$ cat config.mk
export PLATFORM = sky130hd
export DESIGN_NAME = mult_div_unit
export DESIGN_NICKNAME = d
export VERILOG_FILES = /design/src/rtl/mult_div_unit.sv
export SDC_FILE = /design/constraint.sdc
export NUM_CORES = 1
export LEC_CHECK = 0
export ABC_AREA = 1
export CORE_UTILIZATION = 40
export DETAILED_ROUTE_END_ITERATION = 10
export MAX_ROUTING_LAYER = met4
export PLACE_DENSITY = 0.59
export SYNTH_ARGS = -nofsm -noshare
export SYNTH_HDL_FRONTEND = slang
export SYNTH_SLANG_ARGS = --single-unit
$ cat constraint.sdc
create_clock -name clk -period 15 [get_ports clk]
set_clock_uncertainty 0.1 [all_clocks]
set_input_delay 3 -clock clk [delete_from_list [all_inputs] [get_ports clk]]
set_output_delay 3 -clock clk [all_outputs]
set_load 0.05 [all_outputs]
$ cat src/rtl/mult_div_unit.sv
// Iterative 32x32 multiply / restoring divide unit producing HI/LO in 33 cycles.
// Define MDU_DIV_EN to build the divide datapath; otherwise divide ops complete as no-ops.
module mult_div_unit (
  input  logic        clk,
  input  logic        rst,
  input  logic        start,
  input  logic [1:0]  op,
  input  logic [31:0] A_opdat,
  input  logic [31:0] B_opdat,
  output logic        busy,
  output logic        done,
  output logic        div_by_zero,
  output logic [31:0] hi,
  output logic [31:0] lo
);
  typedef enum logic [1:0] {IDLE = 2'd0, CALC = 2'd1, FIX = 2'd2} state_e;

  state_e      state_q, state_d;
  logic [4:0]  cnt_q, cnt_d;
  logic        is_div_q, is_div_d;
  logic        sa_q, sa_d, sb_q, sb_d;
  logic [31:0] opnd_q, opnd_d;
  logic [31:0] hacc_q, hacc_d, lacc_q, lacc_d;
  logic [31:0] hi_q, hi_d, lo_q, lo_d;
  logic        done_q, done_d;

  logic [31:0] a_mag, b_mag;
  logic [32:0] mul_sum;
  logic [63:0] prod, prod_fix;

  // Signed ops work on magnitudes; 0x80000000 maps to itself as an unsigned magnitude.
  assign a_mag    = (op[0] & A_opdat[31]) ? -A_opdat : A_opdat;
  assign b_mag    = (op[0] & B_opdat[31]) ? -B_opdat : B_opdat;
  assign mul_sum  = {1'b0, hacc_q} + (lacc_q[0] ? {1'b0, opnd_q} : 33'd0);
  assign prod     = {hacc_q, lacc_q};
  assign prod_fix = (sa_q ^ sb_q) ? -prod : prod;

`ifdef MDU_DIV_EN
  logic        dz_q, dz_d, dbz_q, dbz_d;
  logic [32:0] partial;
  logic [31:0] rem_sub;
  logic        trial_ok;

  assign partial  = {hacc_q, lacc_q[31]};
  assign trial_ok = partial >= {1'b0, opnd_q};
  // When the trial succeeds the difference is below the divisor, so 32 bits suffice.
  assign rem_sub  = partial[31:0] - opnd_q;
`endif

  always_comb begin
    state_d  = state_q;
    cnt_d    = cnt_q;
    is_div_d = is_div_q;
    sa_d     = sa_q;
    sb_d     = sb_q;
    opnd_d   = opnd_q;
    hacc_d   = hacc_q;
    lacc_d   = lacc_q;
    hi_d     = hi_q;
    lo_d     = lo_q;
    done_d   = 1'b0;
`ifdef MDU_DIV_EN
    dz_d     = dz_q;
    dbz_d    = 1'b0;
`endif
    case (state_q)
      IDLE: begin
        if (start) begin
          is_div_d = op[1];
          sa_d     = op[0] & A_opdat[31];
          sb_d     = op[0] & B_opdat[31];
          cnt_d    = 5'd0;
          hacc_d   = 32'd0;
          if (op[1]) begin
            opnd_d = b_mag;
            lacc_d = a_mag;
`ifdef MDU_DIV_EN
            dz_d    = (B_opdat == 32'd0);
            state_d = (B_opdat == 32'd0) ? FIX : CALC;
`else
            state_d = FIX;
`endif
          end else begin
            opnd_d  = a_mag;
            lacc_d  = b_mag;
            state_d = CALC;
          end
        end
      end
      CALC: begin
        cnt_d = cnt_q + 5'd1;
`ifdef MDU_DIV_EN
        if (is_div_q) begin
          hacc_d = trial_ok ? rem_sub : partial[31:0];
          lacc_d = {lacc_q[30:0], trial_ok};
        end else begin
          hacc_d = mul_sum[32:1];
          lacc_d = {mul_sum[0], lacc_q[31:1]};
        end
`else
        hacc_d = mul_sum[32:1];
        lacc_d = {mul_sum[0], lacc_q[31:1]};
`endif
        if (cnt_q == 5'd31) state_d = FIX;
      end
      FIX: begin
        state_d = IDLE;
        done_d  = 1'b1;
        if (!is_div_q) begin
          {hi_d, lo_d} = prod_fix;
        end
`ifdef MDU_DIV_EN
        else if (dz_q) begin
          dbz_d = 1'b1;
        end else begin
          // Quotient sign from sign mismatch; remainder follows the dividend.
          lo_d = (sa_q ^ sb_q) ? -lacc_q : lacc_q;
          hi_d = sa_q ? -hacc_q : hacc_q;
        end
`endif
      end
      default: state_d = IDLE;
    endcase
  end

  always_ff @(posedge clk or posedge rst) begin
    if (rst) begin
      state_q  <= IDLE;
      cnt_q    <= 5'd0;
      is_div_q <= 1'b0;
      sa_q     <= 1'b0;
      sb_q     <= 1'b0;
      opnd_q   <= 32'd0;
      hacc_q   <= 32'd0;
      lacc_q   <= 32'd0;
      hi_q     <= 32'd0;
      lo_q     <= 32'd0;
      done_q   <= 1'b0;
`ifdef MDU_DIV_EN
      dz_q     <= 1'b0;
      dbz_q    <= 1'b0;
`endif
    end else begin
      state_q  <= state_d;
      cnt_q    <= cnt_d;
      is_div_q <= is_div_d;
      sa_q     <= sa_d;
      sb_q     <= sb_d;
      opnd_q   <= opnd_d;
      hacc_q   <= hacc_d;
      lacc_q   <= lacc_d;
      hi_q     <= hi_d;
      lo_q     <= lo_d;
      done_q   <= done_d;
`ifdef MDU_DIV_EN
      dz_q     <= dz_d;
      dbz_q    <= dbz_d;
`endif
    end
  end

  assign busy = (state_q != IDLE);
  assign done = done_q;
  assign hi   = hi_q;
  assign lo   = lo_q;
`ifdef MDU_DIV_EN
  assign div_by_zero = dbz_q;
`else
  assign div_by_zero = 1'b0;
`endif
endmodule

# Word level (Yosys, flattened, before mapping)
# Cells that the tools add are included.
# Widths: inputs -> output; s select.
dict set report totals {
  reg_bits 171
}
dict set report op_classes {
  addsub 5
  eq_ne 5
  reduce_logical 7
  muxes 17
  n_bitwise 4
}
# cell count
set op_table {}
lappend op_table {{$mux 32} 7}
lappend op_table {{$pmux 32 s2} 2}
lappend op_table {{$mux 64} 1}
lappend op_table {{$neg 32->32} 2}
lappend op_table {{$neg 64->64} 1}
lappend op_table {{$add 32x32->33} 1}
lappend op_table {{$pmux 5 s2} 1}
lappend op_table {{$reduce_and 2->1} 4}
lappend op_table {{$mux 2} 3}
lappend op_table {{$add 5x1->5 const B} 1}
lappend op_table {{$eq 5x5->1 const B} 1}
lappend op_table {{$mux 5} 1}
lappend op_table {{$ne 2x2->1 const B} 2}
lappend op_table {{$pmux 2 s2} 1}
lappend op_table {{$reduce_bool 2->1} 2}
lappend op_table {{$and 1x1->1} 2}
lappend op_table {{$eq 2x1->1 const B} 1}
lappend op_table {{$eq 2x2->1 const B} 1}
lappend op_table {{$logic_not 2->1} 1}
lappend op_table {{$mux 1} 1}
lappend op_table {{$not 1->1} 1}
lappend op_table {{$xor 1x1->1} 1}

# Logic depth before layout (Yosys ltp)
dict set report logic_depth {
  word_depth 5
  mapped_depth 18
  depth_no_buf 16
}

# Worst setup path after synthesis
# OpenSTA, ideal clock, no wires.
dict set report synth_timing {
  path_type {input-to-reg}
  from {in A_opdat[0]}
  to {reg lacc_q[10]}
  arrival_time_ps 4054
  stages 10
  setup_ps 122
  n_path_buf 0
  path_slack_ps 10724
  path_cell_list {inv_1 ha_1 nand2_1 nor2_4 nand2_1 nand2_1 xor2_1 nand2_1 nand3_1 a21oi_1}
}
dict set report synth_between {
  elab_chain_cells 5
}
# item line_no
set synth_lines {}
lappend synth_lines {{start, declared} 8} ;# input logic [31:0] A_opdat,
lappend synth_lines {{$neg 32->32} 32} ;# assign a_mag = (op[0] & A_opdat[31]) ? -A_opdat : A_opdat;
lappend synth_lines {{$mux 32} 32}
lappend synth_lines {{$mux 32} 74} ;# if (op[1]) begin
lappend synth_lines {{$mux 32} 68} ;# if (start) begin
lappend synth_lines {{$pmux 32 s2} 66} ;# case (state_q)
lappend synth_lines {{end signal, assigned} 151} ;# lacc_q <= lacc_d;
lappend synth_lines {{end, declared} 23} ;# logic [31:0] hacc_q, hacc_d, lacc_q, lacc_d;
# No other way between the ends. The select of a mux whose other input is x is not followed.
# A chain may end at the register's enable or synchronous reset.

# Final worst setup path
dict set report layout_timing {
  from {in op[1]}
  to {reg opnd_q[1]}
}
dict set report layout_between {
  elab_chain_cells 1
}
# item line_no
set layout_lines {}
lappend layout_lines {{start, declared} 7} ;# input logic [1:0] op,
lappend layout_lines {{$mux 32} 74}
lappend layout_lines {{end signal, assigned} 149} ;# opnd_q <= opnd_d;
lappend layout_lines {{end, declared} 22} ;# logic [31:0] opnd_q, opnd_d;
# No other way between the ends.

==> out/qor.log <==
INFO  logic_synthesis synth_fa_ha_area_share=3.46%
INFO  power          power_density_normalized_to_cell_area=196mW/mm^2
INFO  timing         timing.final.hold_violations=0
INFO  worst_setup_path crit_chain=clkdlybuf4s50_1, buf_4, inv_1, nor2_2, inv_1, o221ai_1
INFO  logic_synthesis synthMuxAreaShare=0%
INFO  floorplan      initial_utilization=40.5%
INFO  power          switching_share=53.3%
INFO  grt            aggregate_global_route_resource_usage=29.9%
INFO  floorplan      die_height=189um
INFO  route          wl_per_cell=17.7um
INFO  run_status     outcome=finished, final reports clean
INFO  worst_setup_path timing.rr.end=hacc_q[23]
INFO  place          detailed_place.area=0.0156sqmm
INFO  logic_synthesis ys_seq_area_share=30.7%
INFO  route          dr.first_iter.drc_count=1216
INFO  floorplan      floorplan.core_area=0.0345sqmm
INFO  place          hpwlAfterDp=40600um
INFO  power          combinationalPowerShare=57.4%
INFO  cells_and_area finalNetCount=2493
INFO  timing         period_needed=5910ps
INFO  timing         finalSetupTns=0ps
INFO  cts            postCtsResizedCells=0
INFO  grt            grt.overflow.total=0
INFO  flow_run       max_cap_violations=0
INFO  timing         post-route-period-util=39.4%
INFO  worst_setup_path critPathMaxStageDelay=990ps
INFO  logic_synthesis synth-async-reset-ratio=100%
INFO  logic_synthesis synth_enable_flop_cells=0
INFO  cts            clkTransAtPathRegs=70ps
INFO  grt            number_of_global_route_vias_before_repair=14300
INFO  timing         worstMarginPinSlew=1070ps
INFO  worst_setup_path cp-startpoint=op[1]
INFO  power          clock_power_share=15.0%
INFO  grt            maximum_number_of_pins_on_one_net_before_global_route_repair=75
INFO  cts            cts_inserted_buffers=17
INFO  cts            clk_latency_worst_skew_pair=460ps
INFO  logic_synthesis ys.flop_type=sky130_fd_sc_hd__dfrtp_1
INFO  timing         grt_setup_unrepaired=no
INFO  worst_setup_path rr_worst_depth=13
INFO  power          power.net_switching=1.69mW
INFO  floorplan      fp.dieW=189um
INFO  worst_setup_path endpoint_kind=flop
INFO  worst_setup_path critical_path.startpoint_type=input port
INFO  worst_hold_path hp-class=flop to flop
INFO  worst_setup_path crit_path_max_fanout=36
INFO  cts            number_of_hold_repair_buffers_added_at_the_cts_stage=0
INFO  logic_synthesis number_of_synthesized_register_bits=171
INFO  worst_setup_path crit_path_capture=opnd_q[1]
INFO  logic_synthesis postSynthCellCount=2294
INFO  timing         timing.max_slew.rel_slack=29.0%
INFO  route          avgViaCountPerCell=5.25
INFO  worst_setup_path critical_path_class=input port to flop
INFO  cells_and_area post_layout_inst_area=0.0162sqmm
INFO  grt            antenna_found_initial=0
INFO  logic_synthesis synth_simple_gate_area_share=44.2%
INFO  logic_synthesis synth_compound_area_share=9.36%
INFO  power          intPower=1.49mW
INFO  route          drc_errors=0
INFO  power          power.share.sequential=27.7%
INFO  cells_and_area final_layout_size_suffix_gt1_share=4.25%
INFO  timing         fin_hold_ws=380ps
INFO  worst_setup_path critPathArrivalTime=6170ps
INFO  route          drt_first_pass_iters=5
INFO  cells_and_area syn_to_final_growth=16.2%
INFO  timing         timing.final.setup_violations=0
INFO  worst_setup_path worst_path_most_repeated_cell=sky130_fd_sc_hd__inv_1
INFO  route          drt-total-wl=50500um
INFO  power          largest_vdd_supply_drop=0.000114V
INFO  power          power.static_leakage=8.10nW
INFO  cts            cts_tree=built
INFO  cts            htree_depth=4
INFO  logic_synthesis syn_nets=2401
INFO  logic_synthesis total_standard_cell_area_after_synthesis=0.0139sqmm
INFO  worst_setup_path critical-path-slowest-cell=sky130_fd_sc_hd__nor2_2
INFO  logic_synthesis combinational_family_with_the_most_area_after_synthesis=simple AND/OR/NAND/NOR gates
INFO  logic_synthesis synth.distinct_cells=46
INFO  timing         timing.final.max_slew_violations=0
INFO  worst_setup_path worstPathRequired=15260ps
INFO  cells_and_area diodes=0
INFO  place          portBuffers=134
INFO  cts            cts_root_buffer=sky130_fd_sc_hd__clkbuf_16
INFO  logic_synthesis synth_xor_xnor_area_share=2.96%
INFO  timing         fmaxAchievable=169MHz
INFO  grt            global_route_wire_length_before_repair=79400um
INFO  cts            cts-root-to-sink-buffers=2
INFO  power          total_power=3.18mW
INFO  cts            postCtsSetupRepairBufs=0
INFO  logic_synthesis syn_avg_cell_area=6.08squm
INFO  route          dr_total_vias=15000
INFO  cts            numClockSinks=171
INFO  worst_setup_path worstReg2RegStart=lacc_q[0]
INFO  floorplan      io_pins=136
INFO  cells_and_area finish.utilization=47.0%
INFO  floorplan      fp-row-count=68
INFO  worst_setup_path ff2ff_setup_slack=11710ps
INFO  floorplan      die_area=0.0356sqmm
INFO  place          routability_congestion_estimate_from_global_placement=1.01
INFO  logic_synthesis ys.warnings.count=0
INFO  route          route.antenna.remaining_nets=0
==> sequential cells by signal, summed over array words and instances (netlist names) <==
name	cells
hi	32
hacc_q	32
sa_q	1
lacc_q	32
cnt_q	5
state_q	2
is_div_q	1
done	1
sb_q	1
lo	32
opnd_q	32
==> layout by cell type, fill, tap and decap left out, types with 22 or more instances in the layout <==
cell type                         count
sky130_fd_sc_hd__nand2_1            846
sky130_fd_sc_hd__o21ai_0             95
sky130_fd_sc_hd__ha_1                37
sky130_fd_sc_hd__inv_1              236
sky130_fd_sc_hd__dfrtp_1            171
sky130_fd_sc_hd__a21oi_1             83
sky130_fd_sc_hd__clkdlybuf4s50_1    134
sky130_fd_sc_hd__nor2_1             278
sky130_fd_sc_hd__xor2_1              36
sky130_fd_sc_hd__o21ai_1             22
sky130_fd_sc_hd__nand3_1            258
==> critical path: cells and delay by family <==
family          cells  cell delay, ps
buf+inv             4            1840
simple gates        1             990
compound gates      1             300
==> layout make-up <==
class                   count  area, sq um
fillers                  3739        18300
clock buffers              17          425
well taps                 455          569
clock inverters            15          195
flip-flops and latches    171         4280
repair buffers            143         1410
multi-input cells        1799         8360
inverters                 254          963
==> synth_stat cells, types with 3 or more instances <==
cell type	instances	area share, %
sky130_fd_sc_hd__nor2_4	7	0.57
sky130_fd_sc_hd__xnor2_1	8	0.50
sky130_fd_sc_hd__inv_1	238	6.4
sky130_fd_sc_hd__nand3b_1	18	0.97
sky130_fd_sc_hd__nor3_1	10	0.36
sky130_fd_sc_hd__buf_1	5	0.13
sky130_fd_sc_hd__ha_1	37	3.3
sky130_fd_sc_hd__o221ai_1	4	0.25
sky130_fd_sc_hd__dfrtp_1	171	31
sky130_fd_sc_hd__o211ai_1	13	0.70
sky130_fd_sc_hd__a21oi_1	83	3.0
sky130_fd_sc_hd__o21ai_0	95	3.4
sky130_fd_sc_hd__or2_2	6	0.27
sky130_fd_sc_hd__nand2_2	9	0.40
sky130_fd_sc_hd__xor2_1	36	2.3
sky130_fd_sc_hd__nand3_1	258	9.3
sky130_fd_sc_hd__inv_2	11	0.30
sky130_fd_sc_hd__nor2_2	17	0.76
sky130_fd_sc_hd__nand4_1	7	0.31
sky130_fd_sc_hd__o21bai_1	3	0.16
sky130_fd_sc_hd__nand2_1	846	23
sky130_fd_sc_hd__nand3_2	4	0.29
sky130_fd_sc_hd__or2_1	3	0.13
sky130_fd_sc_hd__clkbuf_1	29	0.78
sky130_fd_sc_hd__nor2_1	278	7.5
sky130_fd_sc_hd__and2_1	6	0.27
sky130_fd_sc_hd__o21ai_1	22	0.79
sky130_fd_sc_hd__o22ai_1	10	0.45
sky130_fd_sc_hd__a22oi_1	7	0.38
sky130_fd_sc_hd__buf_4	11	0.59
sky130_fd_sc_hd__buf_2	22	0.79
==> per-stage QoR <==
stage / cells / worst slack (ps)
final: 2854 / 9090
after global routing: 2854 / 8940
after CTS: 2854 / 9130
after detailed placement: 2822 / 8660
after global placement: 2822 / 8760
after floorplan: 2294 / 7270
==> power by group through the flow <==
stage	Sequential, mW	Clock, mW	Combinational [mW]
5_1_grt	0.903	0.503	2.02
3_5_place_dp	0.882	0	1.81
6_report	0.880	0.476	1.82
3_3_place_gp	0.877	0	1.79
4_1_cts	0.873	0.484	1.82
2_1_floorplan	1.06	0	1.09
==> layer usage <==
layer,routed length [um],GRT usage [%],vias to the layer above
met3,2250,3.22,77
li1,-,-,7451
met5,0,-,-
met1,23500,39.7,7014
met4,1860,11.4,0
met2,22900,46.7,441
==> worst min-delay path by stage <==
stage	from	to	slack [ps]	cells past startpoint
2_1_floorplan	opnd_q[0]	opnd_q[0]	360	2
3_3_place_gp	hi[4]	hi[4]	360	2
3_5_place_dp	hi[17]	hi[17]	370	2
4_1_cts	hi[21]	hi[21]	390	2
5_1_grt	hi[31]	hi[31]	410	2
6_report	hi[16]	hi[16]	380	2
==> kinds of logic (layout without fill, tap and decap cells) <==
logic type,after synthesis,count (layout)
simple gates,1474,1474
xor+xnor,45,45
other cells,1,1
compound gates,241,241
fa+ha+maj,38,38
buf+inv,324,429
flops,171,171
Power figures use the tool's default switching activity.
